$ cat config.mk
export PLATFORM = sky130hd
export DESIGN_NAME = ps2_host_tx
export DESIGN_NICKNAME = d
export VERILOG_FILES = /design/src/rtl/ps2_pkg.sv /design/src/rtl/ps2_line_sync.sv /design/src/rtl/ps2_host_tx.sv
export SDC_FILE = /design/constraint.sdc
export NUM_CORES = 1
export LEC_CHECK = 0
export BUFFER_PORTS_ARGS = -buffer_cell sky130_fd_sc_hd__buf_2
export CAP_MARGIN = 20
export CORE_MARGIN = 5
export CORE_UTILIZATION = 30
export CTS_CLUSTER_DIAMETER = 120
export DETAILED_ROUTE_END_ITERATION = 10
export PLACE_DENSITY_LB_ADDON = 0.12
export SYNTH_ARGS = -nofsm -noshare
export SYNTH_HDL_FRONTEND = slang
export SYNTH_HIERARCHICAL = 1
export SYNTH_SLANG_ARGS = --single-unit
$ cat constraint.sdc
create_clock -name i_clk -period 2.1 [get_ports i_clk]
set_clock_uncertainty 0.05 [all_clocks]
set_input_delay 0.105 -clock i_clk [delete_from_list [all_inputs] [get_ports i_clk]]
set_output_delay 0.105 -clock i_clk [all_outputs]
set_load 0.01 [all_outputs]
$ cat src/rtl/ps2_pkg.sv
// PS/2 host transmitter shared definitions: FSM state encoding, common
// keyboard command bytes, frame length and the odd-parity helper.
package ps2_pkg;

  typedef enum logic [2:0] {
    ST_IDLE,
    ST_INHIBIT,
    ST_REQ,
    ST_DATA,
    ST_ACK,
    ST_FINISH
  } ps2TxState_t;

  localparam logic [7:0] PS2_CMD_SET_LED = 8'hED;
  localparam logic [7:0] PS2_CMD_RESET   = 8'hFF;
  localparam logic [7:0] PS2_CMD_ENABLE  = 8'hF4;

  // start + 8 data + parity + stop
  localparam int PS2_FRAME_BITS = 11;

  // PS/2 uses odd parity: the parity bit makes the total count of ones odd.
  function automatic logic oddParity(input logic [7:0] b);
    return ~^b;
  endfunction

endpackage

$ cat src/rtl/ps2_line_sync.sv
// Two-flop synchroniser for one raw PS/2 pin plus falling-edge detect.
// Shared by the host transmit path and the scan-code receive path.
module ps2_line_sync (
  input  logic i_clk,
  input  logic i_rst,
  input  logic i_pin,
  output logic o_level,
  output logic o_fall
);

  logic meta;
  logic prev;

  // Shift the pin through two metastability stages and keep one cycle of history.
  always_ff @(posedge i_clk) begin
    if (i_rst) begin
      // NOTE: reset to the idle-high line level so leaving reset never fakes a falling edge.
      meta    <= 1'b1;
      o_level <= 1'b1;
      prev    <= 1'b1;
    end else begin
      // NOTE: non-blocking so all three stages shift together on the same edge.
      meta    <= i_pin;
      o_level <= meta;
      prev    <= o_level;
    end
  end

  assign o_fall = prev & ~o_level;

endmodule

$ cat src/rtl/ps2_host_tx.sv
// PS/2 host-to-device transmitter. Sends one command byte to the keyboard by
// inhibiting the clock, issuing request-to-send, then shifting data, odd
// parity and stop on device-generated clock falls and sampling the ack.
// Line outputs are open-drain low-enables (1 = pull low).
// Optional watchdog: define PS2_TX_TIMEOUT_EN to abort a transfer whose
// device clock stalls for TIMEOUT_US; otherwise only i_rst recovers a stall.
module ps2_host_tx
  import ps2_pkg::*;
#(
  parameter int unsigned CLK_FREQ_HZ = 100_000_000,
  parameter int unsigned INHIBIT_US  = 100
`ifdef PS2_TX_TIMEOUT_EN
  ,
  parameter int unsigned TIMEOUT_US  = 15_000
`endif
) (
  input  logic       i_clk,
  input  logic       i_rst,
  input  logic [7:0] i_txData,
  input  logic       i_txStart,
  input  logic       i_ps2Clk,
  input  logic       i_ps2Data,
  output logic       o_ps2ClkOe,
  output logic       o_ps2DataOe,
  output logic       o_txBusy,
  output logic       o_txDone,
  output logic       o_txErr
);

  localparam int unsigned INHIBIT_CYC = CLK_FREQ_HZ / 1_000_000 * INHIBIT_US;
  localparam int unsigned INH_W       = $clog2(INHIBIT_CYC);
  // Start bit goes out one cycle before the clock is released.
  localparam logic [INH_W-1:0] INH_START = INH_W'(INHIBIT_CYC - 2);
  localparam logic [INH_W-1:0] INH_LAST  = INH_W'(INHIBIT_CYC - 1);
  localparam logic [3:0]       PAR_BIT   = 4'(PS2_FRAME_BITS - 3);
  localparam logic [3:0]       STOP_BIT  = 4'(PS2_FRAME_BITS - 2);

`ifdef PS2_TX_TIMEOUT_EN
  localparam int unsigned TIMEOUT_CYC = TIMEOUT_US * (CLK_FREQ_HZ / 1_000_000);
  localparam int unsigned TO_W        = $clog2(TIMEOUT_CYC);
  localparam logic [TO_W-1:0] TO_LAST = TO_W'(TIMEOUT_CYC - 1);
  logic [TO_W-1:0] wdCnt;
`endif

  ps2TxState_t      state;
  logic [7:0]       txByte;
  logic             parity;
  logic [INH_W-1:0] inhCnt;
  logic [3:0]       bitCnt;
  logic             nack;

  logic clkLvl, clkFall;
  logic dataLvl, unusedDataFall;

  ps2_line_sync uClkSync (
    .i_clk  (i_clk),
    .i_rst  (i_rst),
    .i_pin  (i_ps2Clk),
    .o_level(clkLvl),
    .o_fall (clkFall)
  );

  ps2_line_sync uDataSync (
    .i_clk  (i_clk),
    .i_rst  (i_rst),
    .i_pin  (i_ps2Data),
    .o_level(dataLvl),
    .o_fall (unusedDataFall)
  );

  // Transfer sequencer with registered line enables and status outputs.
  always_ff @(posedge i_clk) begin
    if (i_rst) begin
      state       <= ST_IDLE;
      txByte      <= '0;
      parity      <= 1'b0;
      inhCnt      <= '0;
      bitCnt      <= '0;
      nack        <= 1'b0;
      o_ps2ClkOe  <= 1'b0;
      o_ps2DataOe <= 1'b0;
      o_txBusy    <= 1'b0;
      o_txDone    <= 1'b0;
      o_txErr     <= 1'b0;
`ifdef PS2_TX_TIMEOUT_EN
      wdCnt       <= '0;
`endif
    end else begin
      o_txDone <= 1'b0;
      o_txErr  <= 1'b0;

      unique case (state)
        ST_IDLE: begin
          if (i_txStart) begin
            txByte     <= i_txData;
            parity     <= oddParity(i_txData);
            inhCnt     <= '0;
            o_txBusy   <= 1'b1;
            o_ps2ClkOe <= 1'b1;
            state      <= ST_INHIBIT;
          end
        end

        ST_INHIBIT: begin
          inhCnt <= inhCnt + 1'b1;
          if (inhCnt == INH_START) o_ps2DataOe <= 1'b1;
          if (inhCnt == INH_LAST) begin
            o_ps2ClkOe <= 1'b0;
            state      <= ST_REQ;
          end
        end

        // Our own clock pull-down takes two cycles to clear the synchroniser.
        ST_REQ: begin
          if (clkLvl) begin
            bitCnt <= '0;
            state  <= ST_DATA;
          end
        end

        ST_DATA: begin
          if (clkFall) begin
            if (bitCnt < PAR_BIT) begin
              o_ps2DataOe <= ~txByte[bitCnt[2:0]];
            end else if (bitCnt == PAR_BIT) begin
              o_ps2DataOe <= ~parity;
            end else begin
              o_ps2DataOe <= 1'b0;
            end
            bitCnt <= bitCnt + 1'b1;
            if (bitCnt == STOP_BIT) state <= ST_ACK;
          end
        end

        ST_ACK: begin
          if (clkFall) begin
            nack  <= dataLvl;
            state <= ST_FINISH;
          end
        end

        ST_FINISH: begin
          if (clkLvl && dataLvl) begin
            o_txDone <= 1'b1;
            o_txErr  <= nack;
            o_txBusy <= 1'b0;
            state    <= ST_IDLE;
          end
        end

        default: state <= ST_IDLE;
      endcase

`ifdef PS2_TX_TIMEOUT_EN
      // Watchdog restarts on each device clock fall and overrides the sequencer on expiry.
      if (state inside {ST_REQ, ST_DATA, ST_ACK, ST_FINISH}) begin
        if (wdCnt == TO_LAST) begin
          wdCnt       <= '0;
          o_ps2ClkOe  <= 1'b0;
          o_ps2DataOe <= 1'b0;
          o_txDone    <= 1'b1;
          o_txErr     <= 1'b1;
          o_txBusy    <= 1'b0;
          state       <= ST_IDLE;
        end else if (clkFall) begin
          wdCnt <= '0;
        end else begin
          wdCnt <= wdCnt + 1'b1;
        end
      end else begin
        wdCnt <= '0;
      end
`endif
    end
  end

endmodule

==> results of run 1 <==
==> through the flow <==
| stage | hold WS (ps) | total power, µW | instance area, µm² | setup slack (ps) |
|---|---|---|---|---|
| finish | 13.52 | 1518 | 2303 | 287.3 |
| global route | 12.78 | 1602 | 2303 | 161.8 |
| CTS | 7.590 | 1544 | 2303 | 310.7 |
| detailed placement | 241.8 | 980.8 | 2187 | 323.2 |
| global placement | 239.2 | 981.6 | 2187 | 326.4 |
| floorplan | 152.1 | 925.3 | 1982 | 463.3 |
==> final timing paths <==
| check | start | to | slack (ps) |
|---|---|---|---|
| max | state[1] | inhCnt[6] | 290 |
| min reg2reg | uClkSync/meta | uClkSync/o_level | 350 |
| max reg2reg | state[1] | inhCnt[6] | 290 |
| min | i_txData[7] | txByte[7] | 10 |
==> state kept, by name, indices dropped and copies added, names as in the netlist, 3 cells and up <==
register,cells
txByte,8
inhCnt,14
state,3
bitCnt,4
==> layout make-up <==
cell class                 instances  area [µm²]  share of cell area (%)
timing repair buffer              28       172.7                   7.496
clock buffer                       6       82.58                   3.585
tap                               77       96.34                   4.183
inverter                           7       26.28                   1.141
multi-input combinational        174        1091                   47.37
clock inverter                     2       13.76                  0.5975
sequential                        41       820.8                   35.63
==> worst max-delay path, stage by stage, from the launching register on <==
cell	delay (ps)
dfxtp_1	320
buf_4	170
or3b_2	540
nor2_1	320
a31oi_1	130
a211oi_1	210
==> layer usage <==
layer	share of wire (%)	wire, µm	vias up
met4	1.0	46	0
met3	2.5	112	5
met5	0	0	-
met1	50	2240	777
met2	47	2102	17
li1	-	-	887
==> power groups by stage <==
stage,Combinational (µW),Sequential (µW),Clock [µW]
6_report,149,813,556
5_1_grt,169,817,617
4_1_cts,153,813,578
3_5_place_dp,150,831,0
3_3_place_gp,150,832,0
2_1_floorplan,96.0,829,0
==> run metrics, run 1 <==
Core Util, Final between 30% and 40%; # setup viols final 0; total track usage 11.25%; Final HPWL DP ~3.2 mm; ANT nets after route 0; Post-CTS Setup Inserts 0; hold-critical path depth 3; Final Max Slew Viols 0; CP arrival 1980 ps; min-delay worst type in2reg; initial antenna violation count 0; H-tree Lvls 2; commonest non-fill, non-tap cell in the layout dfxtp_1; largest net degree at the start of global routing 17; DRT iter0 DRCs 65; Synthesis Warnings 6; Non-Filler Instances approximately 340; synthesized instance count 233; Die X just over 90 µm; P_sw 382.5 µW; Final period util a little under nine tenths; Rel. slew slack 62.44%; detailed-route wire length per cell roughly 13 µm; CTS Root Cell clkbuf_8; Max-Cap Viols 0; Post-route DRC 0; Filler cells 675; Req. time, crit path 2270 ps; Leak 0.0008508 µW; io pins 18; post-cts resize count 0; area grow syn2layout 16.22%; dpl cells roughly 330; DIE HEIGHT 91.28 µm; drt first pass iters 4; Fin Setup TNS 0 ps; GRT overflow 0; Pwr Density approximately 660 mW/mm²; min cycle time layout 1813 ps; via count approximately 1,700; area of the core 0.006386 mm²; Clk pwr share roughly 37%; GR Util met1 approximately 15%; Crit Path Category reg2reg; met3 Resource Use GR 2.893%; Die Footprint 0.008332 mm²; sequential share of power between 50 and 60%; Core Rows 29; ratio of cells with drive above 1 in the final layout 16.67%; IO buf count 17; RSZ-0062 raised after global routing no; depth of the worst register-to-register path 5; CTS clk-pin slew, worst paths 90 ps; met2 Usage GRT around 18%; Routed WL 4.502 mm; fmax 551.7 MHz; VDD IR max between 300 and 400 µV; first-pass GRT wire length 7.672 mm; worst-skew pair later-pin latency around 290 ps; number of CTS-inserted buffers 5; Crit. End Element register; Total Nets Final 275; clock buffer depth 2; outcome finished, final reports clean; Post-CTS Hold Fix Bufs 2; worst-margin pin slew 559.1 ps; Mapped Nets 251; CP startpoint kind register; Most Crowded Layer GR met2; number of global-route vias before repair approximately 1,600; Initial Util 31.03%; ANT cells 0; Post-Syn Area per Cell 8.506 µm²; Placer Congestion ~0.75; DR vias/cell 5.033; Post-Syn Area 0.001982 mm²; CTS sink count 41; Hold Fails Final Rpt 0; Comb power frac 9.8%; Internal 1135 µW; most frequent cells in the layout dfxtp_1 (41), nand2_1 (28), a21oi_1 (27); Max FO, Critical Path 10; CTS tree yes; switch share 25.20%
Power figures use the tool's default switching activity.
==> run 2: changes to the inputs <==
--- a/config.mk
+++ b/config.mk
@@ -10,6 +10,7 @@
 export CORE_MARGIN = 5
 export CORE_UTILIZATION = 30
 export CTS_CLUSTER_DIAMETER = 120
+export CTS_CLUSTER_SIZE = 25
 export DETAILED_ROUTE_END_ITERATION = 10
 export PLACE_DENSITY_LB_ADDON = 0.12
 export SYNTH_ARGS = -nofsm -noshare
==> constraint.sdc (replaced) <==
create_clock -name i_clk -period 2.25 [get_ports i_clk]
set_clock_uncertainty 0.05 [all_clocks]
set_input_delay 0.1125 -clock i_clk [delete_from_list [all_inputs] [get_ports i_clk]]
set_output_delay 0.1125 -clock i_clk [all_outputs]
set_load 0.01 [all_outputs]
==> run metrics, run 2 (synthesis results as in run 1) <==
most flop-heavy register inhCnt; Worst path slowest cell or4b_2; most frequent cells in the layout dfxtp_1 (41), nand2_1 (28), a21oi_1 (27); worst reg2reg endpoint inhCnt[13]; Fin Setup TNS 0 ps; detailed-route wire length per cell 13.25 µm; via count 1,644; Placer Congestion approximately 0.76; Leak 0.0008405 µW; Final Max Slew Viols 0; CTS clk-pin slew, worst paths 90 ps; ratio of cells with drive above 1 in the final layout 16.02%; Crit Reg-Reg Startpoint state[1]; CP arrival just under 2000 ps; area of the core 0.006386 mm²; Top Registers inhCnt (14), txByte (8), bitCnt (4); Initial Util between 30% and 40%; Routed WL 4.412 mm; largest net degree at the start of global routing 22; DR vias/cell 4.937; CTS tree yes; Final period util 81.79%; CP startpoint kind register; min-delay worst type in2reg; Crit Path Category reg2reg; Filler cells 673; CP peak stage delay 930 ps; R2R Setup Slk 410 ps; RSZ-0062 raised after global routing no; Max-Cap Viols 0; initial antenna violation count 0; Hold Fails Final Rpt 0; worst setup path endpoint inhCnt[13]; Crit. End Element register; Total Nets Final 273; io pins 18; Pwr Density 615.7 mW/mm²; Die Footprint between 0.008 and 0.009 mm²; fmax 543.4 MHz; Max FO, Critical Path 16; max reg flops 14; IO buf count 17; drt first pass iters 4; min cycle time layout about 1800 ps; worst-margin pin slew 475.8 ps; final instance area 0.002288 mm²; depth of the worst register-to-register path 3; DIE HEIGHT 91.28 µm; ANT nets after route 0; number of global-route vias before repair between 1,500 and 2,000; CTS sink count 41; area grow syn2layout 15.47%; Die X 91.28 µm; DRT iter0 DRCs 85; crit path cell chain or4b_2, o311ai_0, a21oi_1; # setup viols final 0; number of CTS-inserted buffers 5; commonest non-fill, non-tap cell in the layout dfxtp_1; outcome finished, final reports clean; worst-skew pair later-pin latency ~300 ps; Rel. slew slack 68.03%; ANT cells 0; Post-CTS Setup Inserts 0; Final HPWL DP 3.157 mm; first-pass GRT wire length between 7 and 8 mm; CP startpoint state[1]; Core Rows 29; GRT overflow 0; H-tree Lvls 2; Post-DP Area roughly 0.0022 mm²; Post-route DRC 0; VDD IR max 295.1 µV; clock buffer depth 2; total track usage 11.04%; Req. time, crit path 2370 ps; CTS Root Cell clkbuf_8
-- run 2: changes by cell type in the layout (fill, tap and decap cells not counted) --
| cell | change |
|---|---|
| buf_4 | -2 |
-- run 2: area by class of cell --
type	instances	area, µm²	share of cell area (%)
tap	77	96.34	4.210
clock buffer	6	82.58	3.609
clock inverter	2	13.76	0.6014
timing repair buffer	26	157.7	6.889
sequential	41	820.8	35.87
multi-input combinational	174	1091	47.68
inverter	7	26.28	1.148
-- run 2: metal layers --
layer	wire [µm]	part of all wire (%)	track usage [%]
met5	0	0	0
met4	58	1.3	3.667
met3	138	3.1	3.140
met2	1942	44	16.95
met1	2272	51	14.90
-- run 2: timing repair --
action	CTS	global route
endpoints found under the hold margin	2	0
hold buffers	2	0
resized for setup	0	0
-- run 2: how the worst min path moves through the flow --
stage | startpoint | depth (start not counted) | end
finish | i_txData[6] | 3 | txByte[6]
global route | i_txData[4] | 3 | txByte[4]
CTS | i_txData[6] | 3 | txByte[6]
detailed placement | i_ps2Clk | 2 | uClkSync/meta
global placement | i_ps2Clk | 2 | uClkSync/meta
floorplan | i_rst | 1 | uClkSync/meta
-- run 2: report_power, final --
part           switching, µW  total (µW)  internal (µW)
clock network            265         514            249
registers               12.8         759            746
logic                   72.8         136           63.3
-- run 2: stage by stage --
stage | worst slack [ps] | total power [µW] | instances | hold slack, ps | utilization [%]
6_report | 409.8 | 1409 | 333 | 18.82 | 35.83
5_1_grt | 328.0 | 1483 | 333 | 14.60 | 35.83
3_3_place_gp | 440.3 | 914.3 | 323 | 246.8 | 34.01
2_1_floorplan | 613.3 | 863.6 | 233 | 159.6 | -
4_1_cts | 396.0 | 1439 | 333 | 10.03 | 35.83
3_5_place_dp | 419.9 | 913.4 | 323 | 248.9 | 34.01
-- run 2: worst max-delay path, delay by kind of cell (launching register included) --
kind,cells,cell delay (ps)
simple gates,1,930
flops,1,440
compound gates,2,300
